<file path="config.mk">
export PLATFORM = sky130hd
export DESIGN_NAME = izh_thr_adapt_engine
export DESIGN_NICKNAME = d
export VERILOG_FILES = /design/src/rtl/izh_thr_pkg.sv /design/src/rtl/izh_thr_update.sv /design/src/rtl/izh_thr_adapt_engine.sv
export SDC_FILE = /design/constraint.sdc
export NUM_CORES = 1
export LEC_CHECK = 0
export CAP_MARGIN = 5
export CORE_MARGIN = 4
export CORE_UTILIZATION = 40
export DETAILED_ROUTE_END_ITERATION = 8
export PLACE_DENSITY = 0.69
export REMOVE_ABC_BUFFERS = 1
export SETUP_SLACK_MARGIN = 0.3
export SYNTH_ARGS = -nofsm -noshare
export SYNTH_HDL_FRONTEND = slang
export SYNTH_SLANG_ARGS = --single-unit
</file>
<file path="constraint.sdc">
create_clock -name CLK -period 6.1 [get_ports CLK]
set_clock_uncertainty 0.05 [all_clocks]
set_input_delay 0.915 -clock CLK [delete_from_list [all_inputs] [get_ports CLK]]
set_output_delay 0.915 -clock CLK [all_outputs]
set_load 0.02 [all_outputs]
</file>
<file path="src/rtl/izh_thr_pkg.sv">
// Shared types and constants for the threshold engine.
package izh_thr_pkg;

  typedef enum logic [1:0] {
    OP_TREF = 2'd0,
    OP_EXC  = 2'd1,
    OP_INH  = 2'd2,
    OP_SPK  = 2'd3
  } op_e;

  typedef enum logic {
    S_INIT = 1'b0,
    S_RUN  = 1'b1
  } state_e;

  function automatic int thr_max(input int w);
    return (1 << (w - 1)) - 1;
  endfunction

  function automatic int thr_min();
    return 1;
  endfunction

endpackage

</file>
<file path="src/rtl/izh_thr_update.sv">
// Combinational next-state for one neuron's threshold modifier and leak counter.
module izh_thr_update
  import izh_thr_pkg::*;
#(
  parameter int THR_W = 4,
  parameter int CNT_W = 4
) (
  input  logic [THR_W-2:0] cfg_thr,
  input  logic             cfg_thrvar_en,
  input  logic             cfg_sel_of,
  input  logic [CNT_W-1:0] cfg_thrleak,
  input  logic             cfg_acc_en,
  input  logic             cfg_burst_incr,
  input  logic [1:0]       op,
  input  logic [2:0]       burst,
  input  logic [THR_W-1:0] stim,
  input  logic [THR_W-1:0] thrmod,
  input  logic [CNT_W-1:0] cnt,
  output logic [THR_W-1:0] thrmod_nxt,
  output logic [CNT_W-1:0] cnt_nxt,
  output logic [THR_W-1:0] thr_eff_nxt,
  output logic             clipped
);

  localparam int SW = THR_W + 2;
  localparam logic signed [SW-1:0] MAX_S = SW'(thr_max(THR_W));
  localparam logic signed [SW-1:0] MIN_S = SW'(thr_min());
  localparam logic signed [SW-1:0] ONE_S = SW'(1);

  logic signed [SW-1:0] thr_s, mod_s, stim_s, inc_s, eff_cur, target, eff_new;
  logic [2:0] inc;
  logic       up_evt, upd;

  function automatic logic signed [SW-1:0] clamp(input logic signed [SW-1:0] v);
    if (v > MAX_S) return MAX_S;
    if (v < MIN_S) return MIN_S;
    return v;
  endfunction

  assign thr_s   = signed'({{(SW-THR_W+1){1'b0}}, cfg_thr});
  assign mod_s   = signed'({{2{thrmod[THR_W-1]}}, thrmod});
  assign stim_s  = signed'({{2{stim[THR_W-1]}}, stim});
  assign inc     = !cfg_burst_incr ? 3'd1 : (burst == 3'd7) ? 3'd7 : burst + 3'd1;
  assign inc_s   = signed'({{(SW-3){1'b0}}, inc});
  assign eff_cur = thr_s + mod_s;
  assign up_evt  = cfg_sel_of ? (op == OP_SPK) : (op == OP_EXC);

  // Every modifying path produces a target thr_eff, then one shared clamp
  // derives the stored modifier and the clip flag.
  always_comb begin
    target      = eff_cur;
    upd         = 1'b0;
    cnt_nxt     = cnt;
    eff_new     = eff_cur;
    thrmod_nxt  = thrmod;
    thr_eff_nxt = THR_W'(eff_cur);
    clipped     = 1'b0;
    if (cfg_acc_en) begin
      if (op == OP_TREF) begin
        target = thr_s + stim_s;
        upd    = 1'b1;
      end
    end else if (cfg_thrvar_en) begin
      if (up_evt) begin
        target = eff_cur + inc_s;
        upd    = 1'b1;
      end else if (op == OP_INH && !cfg_sel_of) begin
        target = eff_cur - ONE_S;
        upd    = 1'b1;
      end else if (op == OP_TREF && cfg_thrleak != '0) begin
        if (cnt == cfg_thrleak - 1'b1) begin
          cnt_nxt = '0;
          if (mod_s != '0) begin
            target = (mod_s > '0) ? eff_cur - ONE_S : eff_cur + ONE_S;
            upd    = 1'b1;
          end
        end else begin
          cnt_nxt = cnt + 1'b1;
        end
      end
    end
    if (upd) begin
      eff_new     = clamp(target);
      clipped     = (eff_new != target);
      thrmod_nxt  = THR_W'(eff_new - thr_s);
      thr_eff_nxt = THR_W'(eff_new);
    end
  end

endmodule

</file>
<file path="src/rtl/izh_thr_adapt_engine.sv">
// Time-multiplexed effective-threshold engine.
// Optional: IZH_THR_STATS_EN adds the sat_cnt clip counter port.
module izh_thr_adapt_engine
  import izh_thr_pkg::*;
#(
  parameter  int N_NEUR = 16,
  parameter  int THR_W  = 4,
  parameter  int CNT_W  = 4,
  localparam int ADDR_W = $clog2(N_NEUR)
) (
  input  logic              CLK,
  input  logic              RST,
  input  logic [THR_W-2:0]  cfg_thr,
  input  logic              cfg_thrvar_en,
  input  logic              cfg_sel_of,
  input  logic [CNT_W-1:0]  cfg_thrleak,
  input  logic              cfg_acc_en,
  input  logic              cfg_burst_incr,
  input  logic              cfg_clr,
  input  logic              req_valid,
  output logic              req_ready,
  input  logic [ADDR_W-1:0] req_addr,
  input  logic [1:0]        req_op,
  input  logic [2:0]        req_burst,
  input  logic [THR_W-1:0]  req_stim,
  output logic              rsp_valid,
  output logic [ADDR_W-1:0] rsp_addr,
  output logic [THR_W-1:0]  rsp_thr_eff,
  output logic              busy
`ifdef IZH_THR_STATS_EN
  ,
  output logic [15:0]       sat_cnt
`endif
);

  localparam logic [ADDR_W:0]   N_LIM    = (ADDR_W+1)'(N_NEUR);
  localparam logic [ADDR_W-1:0] LAST_IDX = ADDR_W'(N_NEUR - 1);

  state_e            state_q, state_d;
  logic [ADDR_W-1:0] sweep_idx;
  logic [THR_W-1:0]  thrmod_mem [N_NEUR];
  logic [CNT_W-1:0]  cnt_mem    [N_NEUR];
  logic              in_range, accept, hit;
  logic [ADDR_W-1:0] rd_idx;
  logic [THR_W-1:0]  thrmod_nxt, thr_eff_nxt;
  logic [CNT_W-1:0]  cnt_nxt;
  logic              clipped;

  assign in_range  = {1'b0, req_addr} < N_LIM;
  assign req_ready = (state_q == S_RUN) && !cfg_clr;
  assign busy      = (state_q == S_INIT);
  assign accept    = req_valid && req_ready;
  assign hit       = accept && in_range;
  assign rd_idx    = in_range ? req_addr : '0;

  always_ff @(posedge CLK or posedge RST) begin
    if (RST) state_q <= S_INIT;
    else     state_q <= state_d;
  end

  always_comb begin
    state_d = state_q;
    case (state_q)
      S_INIT:  if (sweep_idx == LAST_IDX) state_d = S_RUN;
      S_RUN:   if (cfg_clr) state_d = S_INIT;
      default: state_d = S_INIT;
    endcase
  end

  always_ff @(posedge CLK or posedge RST) begin
    if (RST)                    sweep_idx <= '0;
    else if (state_q == S_INIT) sweep_idx <= (sweep_idx == LAST_IDX) ? '0 : sweep_idx + 1'b1;
    else                        sweep_idx <= '0;
  end

  always_ff @(posedge CLK or posedge RST) begin
    if (RST) begin
      for (int unsigned i = 0; i < N_NEUR; i++) begin
        thrmod_mem[i] <= '0;
        cnt_mem[i]    <= '0;
      end
    end else if (state_q == S_INIT) begin
      thrmod_mem[sweep_idx] <= '0;
      cnt_mem[sweep_idx]    <= '0;
    end else if (hit) begin
      thrmod_mem[rd_idx] <= thrmod_nxt;
      cnt_mem[rd_idx]    <= cnt_nxt;
    end
  end

  izh_thr_update #(
    .THR_W (THR_W),
    .CNT_W (CNT_W)
  ) u_update (
    .cfg_thr        (cfg_thr),
    .cfg_thrvar_en  (cfg_thrvar_en),
    .cfg_sel_of     (cfg_sel_of),
    .cfg_thrleak    (cfg_thrleak),
    .cfg_acc_en     (cfg_acc_en),
    .cfg_burst_incr (cfg_burst_incr),
    .op             (req_op),
    .burst          (req_burst),
    .stim           (req_stim),
    .thrmod         (thrmod_mem[rd_idx]),
    .cnt            (cnt_mem[rd_idx]),
    .thrmod_nxt     (thrmod_nxt),
    .cnt_nxt        (cnt_nxt),
    .thr_eff_nxt    (thr_eff_nxt),
    .clipped        (clipped)
  );

  always_ff @(posedge CLK or posedge RST) begin
    if (RST) begin
      rsp_valid   <= 1'b0;
      rsp_addr    <= '0;
      rsp_thr_eff <= '0;
    end else begin
      rsp_valid <= hit;
      if (hit) begin
        rsp_addr    <= req_addr;
        rsp_thr_eff <= thr_eff_nxt;
      end
    end
  end

`ifdef IZH_THR_STATS_EN
  always_ff @(posedge CLK or posedge RST) begin
    if (RST)                                 sat_cnt <= '0;
    else if (cfg_clr)                        sat_cnt <= '0;
    else if (hit && clipped && sat_cnt != '1) sat_cnt <= sat_cnt + 16'd1;
  end
`endif

endmodule

</file>
### Word-level counts from Yosys, hierarchy flattened

Index checks and enable logic that the tools add are counted.

| storage, ports and cells | value |
|---|---|
| output and inout bits | 11 |
| register bits after elaboration | 142 |
| input port bits | 28 |
| word-level logic and storage cells | 137 |

| cells by class | value |
|---|---|
| bitwise logic cells | 6 |
| multiplexer cells | 59 |
| equal/unequal tests | 7 |
| reductions and logical operators | 11 |
| order comparisons | 7 |
| $add $sub $neg | 10 |

Operators with widths:

| operator | number |
|---|---|
| 64-bit 2-to-1 mux | 4 |
| 64-bit bitwise AND | 2 |
| 64-bit bitwise mux | 2 |
| 4-bit 2-to-1 mux | 21 |
| 64-bit inverter | 1 |
| 6-bit 2-to-1 mux | 9 |
| 4-bit binary-select mux with 4-bit select | 2 |
| 4-bit demux with 4-bit select | 2 |
| 1-bit 2-to-1 mux | 16 |
| 4-bit by 4-bit adder with 5-bit output | 2 |
| 5-bit greater-or-equal comparator (second input constant) | 2 |
| 5-bit by 1-bit less-than comparator with 1-bit output (second input constant) | 2 |
| 4-bit inverter with 5-bit output | 2 |
| 4-bit by 1-bit adder with 4-bit output (second input constant) | 2 |
| 6-bit by 2-bit adder with 6-bit output (second input constant) | 1 |
| 6-bit by 4-bit adder with 6-bit output | 1 |
| 6-bit by 1-bit > comparator with 1-bit output (second input constant) | 1 |
| 6-bit by 4-bit > comparator with 1-bit output (second input constant) | 1 |
| 1-bit logical AND | 6 |
| 6-bit by 2-bit less-than comparator with 1-bit output (second input constant) | 1 |
| 3-bit 2-to-1 mux | 2 |
| 6-bit nonzero test | 1 |
| 6-bit by 2-bit subtractor with 6-bit output (second input constant) | 1 |
| 2-bit == test (second input constant) | 2 |
| 13 further kinds | 14 |

### Logic depth before layout (Yosys ltp)

| depth | value |
|---|---|
| depth in word-level cells | 27 |
| mapped depth | 27 |
| depth with buffers taken out | 22 |

### Cells and area by module

A second synthesis with hierarchy kept.

| unflattened totals | value |
|---|---|
| cells, all modules | 771 |
| area, all modules | 8614.5 µm² |

By module, submodules not included:

| module | area an instance (µm²) | instances | cells an instance |
|---|---|---|---|
| izh_thr_adapt_engine | 7164.4 | 1 | 580 |
| izh_thr_update | 1450.1 | 1 | 191 |

### Least setup slack after synthesis

Ideal clock, no wire load.

| timing | value |
|---|---|
| path kind | in2reg |
| start point | in req_addr[1] |
| end point | reg thrmod_mem[6] (netlist bit) |
| setup slack | -147 ps |
| stages | 27 |
| data required time | 5929 ps |
| path buffers | 5 |
| setup time | 121 ps |
| arrival | 6076 ps |
| cell sequence | buf_2 -> buf_2 -> buf_2 -> buf_4 -> mux4_2 -> a22oi_1 -> nand2_1 -> ha_1 -> inv_1 -> fa_1 -> inv_1 -> ha_1 -> a21o_1 -> a21oi_1 -> inv_1 -> xnor2_1 -> a221oi_1 -> a211oi_1 -> o21ai_1 -> o21ba_2 -> and3_1 -> ha_1 -> fa_1 -> xor2_1 -> o21ai_4 -> buf_6 -> a22o_1 |

| on the way | value |
|---|---|
| word-level cells in the longest chain between the ends | 26 |
| elaborated cells between the ends (all ways) | 51 |
| classes of those cells | add/sub (5); order compare (5); eq/ne (1); mux (37); bitwise (1); reduce/logical (2) |

Ends and longest elaborated chain:

| item | line | source |
|---|---|---|
| from (decl) | izh_thr_adapt_engine.sv:22 | `input logic [ADDR_W-1:0] req_addr,` |
| 4-bit inverter with 5-bit output (implied by the code) (*) | izh_thr_adapt_engine.sv:86, izh_thr_adapt_engine.sv:104, izh_thr_adapt_engine.sv:105 |  |
| 4-bit binary-select mux with 4-bit select | izh_thr_adapt_engine.sv:104 | `.thrmod (thrmod_mem[rd_idx]),` |
| 4-bit 2-to-1 mux (implied by the code) (2 in series) | izh_thr_adapt_engine.sv:104 |  |
| 4-bit by 4-bit adder with 5-bit output | izh_thr_update.sv:45 | `assign eff_cur = thr_s + mod_s;` |
| 6-bit by 2-bit adder with 6-bit output / 6-bit by 2-bit subtractor with 6-bit output (equally long branches) | izh_thr_update.sv:74, izh_thr_update.sv:68 |  |
| 6-bit 2-to-1 mux | izh_thr_update.sv:74 | `target = (mod_s > '0) ? eff_cur - ONE_S : eff_cur + ONE_S;` |
| 6-bit 2-to-1 mux | izh_thr_update.sv:73 | `if (mod_s != '0) begin` |
| 6-bit 2-to-1 mux | izh_thr_update.sv:71 | `if (cnt == cfg_thrleak - 1'b1) begin` |
| [9 not listed] | - |  |
| 4-bit 2-to-1 mux | izh_thr_update.sv:37 | `return v;` |
| 4-bit 2-to-1 mux | izh_thr_update.sv:36 | `if (v < MIN_S) return MIN_S;` |
| 4-bit 2-to-1 mux | izh_thr_update.sv:82 | `if (upd) begin` |
| 4-bit subtractor | izh_thr_update.sv:85 | `thrmod_nxt = THR_W'(eff_new - thr_s);` |
| 4-bit 2-to-1 mux | izh_thr_update.sv:82 |  |
| 64-bit bitwise mux (*) | izh_thr_adapt_engine.sv:86 | `thrmod_mem[rd_idx] <= thrmod_nxt;` |
| 64-bit 2-to-1 mux (*) | izh_thr_adapt_engine.sv:85 | `end else if (hit) begin` |
| 64-bit 2-to-1 mux (*) | izh_thr_adapt_engine.sv:82 | `end else if (state_q == S_INIT) begin` |
| to (signal, indexed assignment) | izh_thr_adapt_engine.sv:86 |  |
| to (decl) | izh_thr_adapt_engine.sv:41 | `logic [THR_W-1:0] thrmod_mem [N_NEUR];` |

Mark *: on every way between the ends. The rest lies on a longest branch, timed or not. The select of a mux whose other input is x is not followed.
A chain may end at the register's enable or synchronous reset.

### Worst setup path in the final report

| timing | value |
|---|---|
| start point | in req_addr[0] |
| end point | reg thrmod_mem[15] (netlist bit) |

Same word-level chain as after synthesis.

==> results by group <==
Cells and area
  • Layout Nets: 829
  • Synth-to-layout area growth: 23.1%
  • Layout Cells excl Fill: between 1000 and 1500
  • Fill count: 1648
  • Share of post-route cells with drive strength above 1: 21.0%
  • Commonest non-fill, non-tap cells in the layout: 142 x dfrtp_1, 111 x a22o_1, 63 x buf_4
  • Commonest non-fill, non-tap cell in the layout: dfrtp_1
  • # diodes: 0

Worst setup path
  • Worst R2R Setup Slack: 0.93 ns
  • CP Depth: 24
  • RR Endpoint: thrmod_mem[29]
  • Slowest CP cell: mux4_2
  • Family with the most delay on the worst path: compound AO/OA/AOI/OAI gates
  • Worst endpoint data arrival time: approximately 6 ns
  • Critical setup path kind: primary input to flop
  • CP dominant cell by count: buf_4
  • Buffers & Inverters on Critical Path: 6
  • CP Data Required Time: approximately 6.4 ns
  • Reg2Reg Depth: 22
  • Worst path max stage delay: ~0.52 ns
  • Crit Path Max Fanout: 16
  • Critical path, cell by cell: clkbuf_4 > buf_12 > buf_4 > mux4_2 > a22oi_2 > nand2_2 > buf_4 > ha_1 > and3_1 > o21ai_0 > o22a_1 > and2_2 > xnor2_2 > or4b_1 > a2bb2oi_1 > o21ai_1 > buf_4 > a211oi_2 > nor2b_1 > ha_1 > o21a_1 > o31ai_4 > buf_12 > a22o_1
  • Setup crit end kind: flop
  • Critical R2R Launch: thrmod_mem[16]
  • Setup crit start kind: primary input

Pwr
  • VDD IR max: between 0.0003 and 0.0004 V
  • Comb power frac: 22.3%
  • Net Switching: 0.828 mW
  • Sequential power share: between 30% and 40%
  • Leak: 4.36 nW
  • Cell Int Power: 1.92 mW
  • Clock power share: 40.1%
  • Switching share of power: between 30 and 40%
  • Pwr Density: 286 nW/um^2

Die
  • Chip Height: 148 um
  • # rows: 50
  • Die Area: 21800 um^2
  • IO Count: 39
  • Initial Util: 41.1%
  • Core box area: 19000 um^2
  • Chip width: 148 um

Timing
  • Final Hold Fails: 0
  • Worst Tran Pin Value: 1.20 ns
  • Slew Viols, Final: 0
  • RSZ-0062 raised after global routing: no
  • Setup TNS Final: 0 ns
  • Worst slew margin: 19.7%
  • Final setup fails: 0
  • Max Clk Rate: 0.178 GHz
  • Tmin final: 5.61 ns
  • Final period utilization: 92.0%

Detailed routing
  • Met3 WL post-DR: between 2000 and 2500 um
  • Routed length on met2: 11000 um
  • WL/cell: around 23 um
  • Final WL: between 20000 and 25000 um
  • Antenna-violating nets left: 0
  • Initial DRC Count: 610
  • Vias: 6475
  • Via density: about 6.2
  • DRC: 0
  • DRT Pass-1 Iters: 5
  • Top layer in use: met4
  • Routed length on met1: 10200 um

GRT
  • Overall routing resource usage: 22.4%
  • First-pass GRT wire length: roughly 38000 um
  • Largest net degree at the start of global routing: 100
  • Congestion Overflow GR: 0
  • Number of global-route vias before repair: 6438
  • Initial antenna violation count: 0

Synthesis
  • Sequential-to-total area share from yosys stat: 45.6%
  • Register bit total from synthesis: roughly 140
  • Post-synth top flop: dfrtp_1
  • Yosys top cell area share: between 40% and 50%
  • Cell taking the most area after synthesis: dfrtp_1
  • Post-synthesis cell area: 7790 um^2
  • Post-synth ARST share: 100%
  • Syn avg cell area: 11.4 um^2
  • Synth Instances: 685
  • Synth area leaders: dfrtp_1 46%, a22o_1 12%, mux4_2 7.5%
  • Post-synth cell types: 64
  • YS warnings: 0
  • EDFF count, synth: 0

Placement
  • Post-DP HPWL: 16500 um
  • Placed Cells: between 1000 and 1500
  • Gpl congestion: around 0.93
  • Port-buffer cells: 38

Worst hold path
  • Min-Delay Path Depth: 2
  • Hold Path Sink: rsp_addr[1]
  • Min-delay src: rsp_addr[1]
  • Worst min-delay path category: flop to flop

Clock tree
  • CTS tree: yes
  • Root Driver: clkbuf_16
  • CTS Buffer Depth: 2
  • Clk sinks: 142
  • CTS buffer count: 17
  • H-tree depth: 4
  • Worst skew pair latency: 0.43 ns
  • Worst-path clk slew: 0.06 ns

Status
  • Status: finished clean

Flow run
  • Max_cap viols: 0
-- per-stage QoR --
step | worst slack (ns) | hold WS, ns | power, mW | util, % | instance area [um^2]
finish | 0.488 | 0.422 | 2.75 | 50.6 | 9590
global route | 0.290 | 0.453 | 2.85 | 50.6 | 9590
CTS | 0.302 | 0.428 | 2.74 | 50.1 | 9490
detailed placement | -0.211 | 0.412 | 1.64 | 46.5 | 8820
global placement | -0.193 | 0.409 | 1.63 | 46.5 | 8820
floorplan | 0.546 | 0.393 | 1.36 | - | 7600
-- cell usage after synthesis, types with 3 or more instances --
cell type,instances
a21o_1,7
nand2_1,56
nor2b_1,14
and2_1,6
dfrtp_1,142
ha_1,20
a31oi_1,5
nor2_1,44
clkbuf_1,18
a22o_1,111
nand3_1,10
o21ai_0,14
o211ai_1,6
buf_1,3
and3_1,6
or3_1,3
inv_1,26
xor2_1,6
a22oi_1,13
a221oi_1,3
mux4_1,4
buf_6,6
nor3_1,6
xnor2_1,7
o31ai_1,16
mux2i_1,15
buf_2,5
mux2_2,5
fa_1,4
a21oi_1,33
mux4_2,26
nand2_2,3
-- timing repair --
action	in CTS	in global routing
resized for setup	2	27
gates cloned	0	0
hold buffers	0	0
pin swaps	2	5
buffers inserted	2	1
setup endpoints to repair	32	48
-- worst min-delay path, stage by stage (launching register included) --
cell     delay [ns]
dfrtp_1        0.34
nand2_1        0.05
nand2_1        0.05
-- state kept, by name, summed over array words and instances (netlist names) --
register	count
state_q	1
rsp_thr_eff	4
cnt_mem	64
sweep_idx	4
rsp_addr	4
thrmod_mem	64
rsp_valid	1
-- worst max path at each step --
stage / from / end / slack, ns
6_report: req_addr[0] / thrmod_mem[15] / 0.49
5_1_grt: req_addr[0] / thrmod_mem[50] / 0.29
4_1_cts: req_addr[2] / thrmod_mem[34] / 0.30
3_5_place_dp: req_addr[3] / thrmod_mem[62] / -0.21
3_3_place_gp: req_addr[3] / thrmod_mem[10] / -0.19
2_1_floorplan: req_addr[0] / thrmod_mem[10] / 0.55
-- cell type report --
cell class                 instances  area, um^2  share of cell area (%)
inverter                          26         103                    1.07
sequential                       142        3550                    37.1
tap                              260         325                    3.39
timing repair buffer             107         951                    9.92
clock buffer                      21         460                    4.80
clock inverter                    10         161                    1.68
multi-input combinational        483        4040                    42.1
-- logic make-up (layout without fill, tap and decap cells) --
family                     count (synthesis)  in the layout  share of synthesized area, %
and+or+nand+nor                          158            158                          9.41
adders and majority gates                 24             24                          4.24
xor gates and xnor gates                  13             13                          1.46
DFF                                      142            142                          45.6
muxes                                     51             51                          11.7
buffers and inverters                     60            164                          3.65
AOI/OAI and AO/OA                        237            237                          23.9
-- power by group through the flow --
stage / Combinational [mW] / Clock, mW / Sequential [mW]
finish: 0.611 / 1.10 / 1.03
global route: 0.659 / 1.15 / 1.04
CTS: 0.597 / 1.11 / 1.03
detailed placement: 0.588 / 0 / 1.05
global placement: 0.583 / 0 / 1.05
floorplan: 0.289 / 0 / 1.07
-- metal layers --
metal / up-vias / track usage (%)
met1: 3242 / 31.1
met4: 0 / 6.94
li1: 2807 / -
met5: - / 0
met3: 50 / 5.64
met2: 376 / 34.8
No activity file was read; power rests on OpenSTA's default activity.
